==> config.mk <==
export PLATFORM = sky130hd
export DESIGN_NAME = nrs_fill_ctrl
export DESIGN_NICKNAME = d
export VERILOG_FILES = /design/src/rtl/nrs_pkg.sv /design/src/rtl/nrs_gold_lfsr.sv /design/src/rtl/nrs_fill_ctrl.sv
export SDC_FILE = /design/constraint.sdc
export NUM_CORES = 1
export LEC_CHECK = 0
export ABC_AREA = 1
export ABC_CLOCK_PERIOD_IN_PS = 2100
export CAP_MARGIN = 20
export CORE_ASPECT_RATIO = 1.1
export CORE_MARGIN = 4
export CORE_UTILIZATION = 55
export CTS_CLUSTER_DIAMETER = 200
export DETAILED_ROUTE_END_ITERATION = 10
export GPL_TIMING_DRIVEN = 0
export PLACE_DENSITY = 0.87
export SLEW_MARGIN = 15
export SYNTH_ARGS = -nofsm -noshare
export SYNTH_HDL_FRONTEND = slang
export SYNTH_SLANG_ARGS = --single-unit
==> constraint.sdc <==
create_clock -name clk -period 2.1 [get_ports clk]
set_input_delay 0.63 -clock clk [delete_from_list [all_inputs] [get_ports clk]]
set_output_delay 0.63 -clock clk [all_outputs]
set_load 0.02 [all_outputs]
==> src/rtl/nrs_pkg.sv <==
// nrs_pkg: shared state encoding, LFSR constants and step helper for the NRS fill sequencer.
package nrs_pkg;
  typedef enum logic [1:0] {IDLE, WARMUP, FILL, DONE} state_e;
  localparam logic [30:0] X1_INIT = 31'h1;
  localparam logic [30:0] X1_TAPS = 31'h9;
  localparam logic [30:0] X2_TAPS = 31'hF;
  localparam int NC_DEFAULT = 1600;
  // Oldest element sits in bit 0; the feedback bit enters at bit 30.
  function automatic logic [30:0] lfsr_step(input logic [30:0] x, input logic [30:0] taps);
    return {^(x & taps), x[30:1]};
  endfunction
endpackage

==> src/rtl/nrs_gold_lfsr.sv <==
// nrs_gold_lfsr: x1/x2 Gold-sequence LFSR pair; c_bit is the XOR of their oldest bits.
module nrs_gold_lfsr
  import nrs_pkg::*;
(
  input  logic        clk,
  input  logic        rst,
  input  logic        load,
  input  logic        shift,
  input  logic [30:0] c_init,
  output logic        c_bit
);
  logic [30:0] x1_q, x2_q;
  always_ff @(posedge clk or negedge rst) begin
    if (!rst) begin
      x1_q <= '0;
      x2_q <= '0;
    end else if (load) begin
      x1_q <= X1_INIT;
      x2_q <= c_init;
    end else if (shift) begin
      x1_q <= lfsr_step(x1_q, X1_TAPS);
      x2_q <= lfsr_step(x2_q, X2_TAPS);
    end
  end
  assign c_bit = x1_q[0] ^ x2_q[0];
endmodule

==> src/rtl/nrs_fill_ctrl.sv <==
// nrs_fill_ctrl: seeds the Gold LFSRs, discards NC warm-up bits, writes WIDTH_REG c(n) bits
// into the NRS register and holds buf_valid until both readers release it.
module nrs_fill_ctrl
  import nrs_pkg::*;
#(
  parameter int WIDTH_REG = 16,
  parameter int LINES     = $clog2(WIDTH_REG),
  parameter int NC        = NC_DEFAULT
) (
  input  logic             clk,
  input  logic             rst,
  input  logic             start,
  input  logic [30:0]      c_init,
  input  logic             rel_est,
  input  logic             rel_fine,
  output logic             wr_en,
  output logic [LINES-1:0] wr_addr,
  output logic             c_n,
  output logic             busy,
  output logic             done,
  output logic             buf_valid
);
  localparam int CW = $clog2((NC > WIDTH_REG ? NC : WIDTH_REG) + 1);
  localparam logic [CW-1:0] NC_LAST = CW'(NC > 0 ? NC - 1 : 0);
  localparam logic [CW-1:0] W_LAST  = CW'(WIDTH_REG - 1);
  localparam state_e START_STATE = (NC == 0) ? FILL : WARMUP;
  state_e state_q, state_d;
  logic [CW-1:0] count_q, count_d;
  logic bv_q, bv_d, est_q, est_d, fine_q, fine_d;
  logic load;
  assign load = (state_q == IDLE) && start;
  always_comb begin
    state_d = state_q;
    count_d = count_q;
    bv_d    = bv_q;
    est_d   = est_q;
    fine_d  = fine_q;
    case (state_q)
      IDLE: begin
        if (start) begin
          state_d = START_STATE;
          count_d = '0;
          bv_d    = 1'b0;
          est_d   = 1'b0;
          fine_d  = 1'b0;
        end else if (bv_q && est_q && fine_q) begin
          bv_d   = 1'b0;
          est_d  = 1'b0;
          fine_d = 1'b0;
        end else if (bv_q) begin
          est_d  = est_q | rel_est;
          fine_d = fine_q | rel_fine;
        end
      end
      WARMUP: begin
        state_d = (count_q == NC_LAST) ? FILL : WARMUP;
        count_d = (count_q == NC_LAST) ? '0 : count_q + 1'b1;
      end
      FILL: begin
        state_d = (count_q == W_LAST) ? DONE : FILL;
        count_d = (count_q == W_LAST) ? count_q : count_q + 1'b1;
      end
      DONE: begin
        state_d = IDLE;
        bv_d    = 1'b1;
      end
      default: state_d = IDLE;
    endcase
  end
  always_ff @(posedge clk or negedge rst) begin
    if (!rst) begin
      state_q <= IDLE;
      count_q <= '0;
      bv_q    <= 1'b0;
      est_q   <= 1'b0;
      fine_q  <= 1'b0;
    end else begin
      state_q <= state_d;
      count_q <= count_d;
      bv_q    <= bv_d;
      est_q   <= est_d;
      fine_q  <= fine_d;
    end
  end
  nrs_gold_lfsr u_lfsr (
    .clk   (clk),
    .rst   (rst),
    .load  (load),
    .shift (state_q == WARMUP || state_q == FILL),
    .c_init(c_init),
    .c_bit (c_n)
  );
  assign wr_en     = state_q == FILL;
  assign wr_addr   = count_q[LINES-1:0];
  assign busy      = state_q != IDLE;
  assign done      = state_q == DONE;
  assign buf_valid = bv_q;
endmodule

==> impl_metrics.yaml <==
logic_synthesis:
  synthCells: 394
  synth_ff_type: "dfrtp_1"
  syn-cell-area_mm2: 0.003695
  ys_warn_count: 0
  synth_cell_type_count: 35
  async_flop_share: 1.000
  avgSynthCellArea_um2: 9.378
  synth-seq-area-share: 0.5283
  synth-seq-cells: 78
  synth_enable_flop_cells: 0
  syn_nets: 435
detailed_routing:
  vias_per_cell: 5.474
  drc_errors: 0
  vias: 2934
  ant_nets: 0
  first_pass_iters: 5
  avgRoutedWirePerCell_um: 14.58
  drt-total-wl_mm: 7.814
  drt_iter0_drc: 210
sta:
  hold_violations: 0
  rsz0062_at_grt: "true"
  maxSlewViolCount: 0
  period_minus_slack_ns: 2.019
  setup_viol: 0
  max_clock_freq_mhz: 495.3
  fin_crit_sh: 0.9615
  relSlewSlack: 0.6990
  finalSetupTns_ns: 0
  finalWorstSetupSlack_ns: 0.08091
  fin_skew_ns: 0.006397
  tightest_slew_ns: 0.4515
  timing.hold.ws_ns: 0.1706
run:
  maxCapViolCount: 0
power:
  p_per_area_mw_per_mm2: 1157
  power.switching_w: 0.001792
  p_sw_frac: 0.3498
  intPower_w: 0.003330
  p_clk_frac: 0.191
  leakage_nw: 2.055
  p_comb_frac: 0.366
  pwr-share-seq: 0.444
  worst_ir_drop_vdd_mv: 0.6514
clocking:
  path_clk_slew_ns: 0.08
  numCtsBuffers: 9
  hold_buffers: 0
  clock_sinks: 78
  clkLatencyLatePin_ns: 0.34
  cts_tree: "done"
  cts_root_buf: "clkbuf_8"
  htree_levels: 3
  clock_path_buffers: 2
  postCtsSetupBuffers: 0
critical_path:
  crit_chain: "ha_1, dlygate4sd2_1"
  start_kind: "flop"
  cpLargestDelayFamily: "flip-flops"
  cpMaxStageDelayCell: "dfrtp_1"
  arrival_ns: 1.39
  path_class: "flop to output port"
  path_buf_inv: 1
  end_kind: "output port"
  path_max_fanout: 4
  cp.required_ns: 1.47
  slowest_delay_ns: 0.42
finish:
  post-route-util: 0.6751
  multiInputGateArea_mm2: 0.001331
  area_growth_pct: 19.78
  final_nets: 491
  regArea_mm2: 0.001952
  fill_cells: 519
  antenna_cells: 0
  drive_gt1_frac: 0.1322
global_routing:
  grt_max_degree: 60
  grt_first_pass_wirelength_mm: 13.17
  grt_overflow: 0
  grt_usage: 0.2077
  antenna_found_initial: 0
  first_global_vias: 2910
floorplan:
  dieHeight_um: 93.96
  dieArea_mm2: 0.008094
  ios: 45
  rows: 31
  core_area_mm2: 0.006555
  initial_utilization: 0.5637
  die_x_um: 86.15
place:
  post-place-ws_ns: -0.1750
  portBuffers: 44
  gp_congestion: 0.8370
  dp.final_hpwl_mm: 5.688
status:
  outcome: "finished clean"
hold_path:
  hold_path.class: "input port to async pin"
[power by group through the flow]
stage          clock network (W)  logic [W]  registers [W]
2_1_floorplan                  0    0.00141        0.00223
3_3_place_gp                   0    0.00179        0.00227
3_5_place_dp                   0    0.00190        0.00229
4_1_cts                 0.000999    0.00189        0.00227
5_1_grt                  0.00107    0.00210        0.00232
6_report                0.000977    0.00187        0.00227
[metrics by stage]
| stage | total power, W | instance area [um^2] | instances |
|---|---|---|---|
| after floorplan | 0.003638 | 3695 | 394 |
| after global placement | 0.004063 | 4238 | 520 |
| after detailed placement | 0.004194 | 4263 | 521 |
| after CTS | 0.005152 | 4427 | 536 |
| after global routing | 0.005486 | 4425 | 536 |
| final | 0.005122 | 4425 | 536 |
[repair_timing]
item,CTS,global route
pin swaps,0,0
hold endpoints to repair,0,0
gates resized for setup,11,3
setup endpoints to repair,7,3
[area by class of cell]
class	instances	area share
Clock buffer	14	0.03675
Sequential cell	78	0.4411
Clock inverter	1	0.001131
Inverter	81	0.06983
Multi-Input combinational cell	215	0.3008
Tap cell	82	0.02318
Buffer	20	0.02375
Timing Repair Buffer	45	0.1035
[routing by layer]
layer | GRT usage | share of wire | up-vias
met4 | 0.06860 | 0.011 | 0
met5 | 0 | 0 | -
met3 | 0.05000 | 0.045 | 10
li1 | - | - | 1414
met2 | 0.3599 | 0.53 | 82
met1 | 0.2529 | 0.41 | 1428
[kinds of logic after synthesis]
family | after synthesis | share of synthesized area
AO/OA/AOI/OAI | 76 | 0.1487
XOR/XNOR | 7 | 0.01659
adder cells (fa/ha/maj) | 5 | 0.01693
buffers and inverters | 101 | 0.1121
flip-flops | 78 | 0.5283
AND/OR/NAND/NOR | 127 | 0.1774
[worst paths after layout]
check / cells after the start / slack [ns] / to / from
setup / recovery: 2 / 0.08 / done / state_q[0]
hold / removal: 1 / 0.17 / count_q[1] / rst
setup reg to reg: 6 / 0.17 / u_lfsr.x2_q[18] / state_q[0]
hold reg to reg: 2 / 0.50 / u_lfsr.x2_q[29] / u_lfsr.x2_q[30]
max in group asynchronous: 2 / 1.36 / u_lfsr.x2_q[15] / rst
min in group clk: 2 / 0.50 / u_lfsr.x2_q[29] / u_lfsr.x2_q[30]
[placed cells by master (no fill, tap or decap), types with 5 or more instances in the layout]
master and count:
a21oi_1 6, buf_2 7, buf_4 5, clkbuf_1 12, clkbuf_8 11, clkdlybuf4s50_1 35
dfrtp_1 78, dlygate4sd2_1 5, inv_1 73, inv_2 6, nand2_1 75, nand3_1 13
nand3_2 5, nand4_1 6, nor2_1 8, nor2_2 8, o221ai_1 27, o22ai_1 31
[sequential cells by signal, summed over array words and instances (netlist names), named ones only]
name         cells
u_lfsr.x1_q     31
u_lfsr.x2_q     31
count_q         11
buf_valid        1
est_q            1
fine_q           1
state_q          1
[synthesized netlist by cell type (2+ instances only)]
cell / number / area [um^2]
nand4_1: 6 / 37.54
nor3_1: 2 / 10.01
buf_2: 6 / 30.03
ha_1: 5 / 62.56
nor2_2: 8 / 50.05
nor2_1: 8 / 30.03
a21oi_1: 6 / 30.03
o221ai_1: 27 / 236.5
inv_2: 6 / 22.52
inv_1: 73 / 274.0
nand3_2: 5 / 50.05
nor2_4: 4 / 45.04
o211ai_1: 3 / 22.52
buf_4: 4 / 30.03
clkbuf_1: 9 / 33.78
nand2_1: 75 / 281.5
o21ai_0: 4 / 20.02
xor2_1: 3 / 26.28
xnor2_1: 4 / 35.03
nand2_4: 2 / 22.52
o22ai_1: 31 / 193.9
dfrtp_1: 78 / 1952
nand3_1: 13 / 65.06
(Power assumes the default switching activity.)
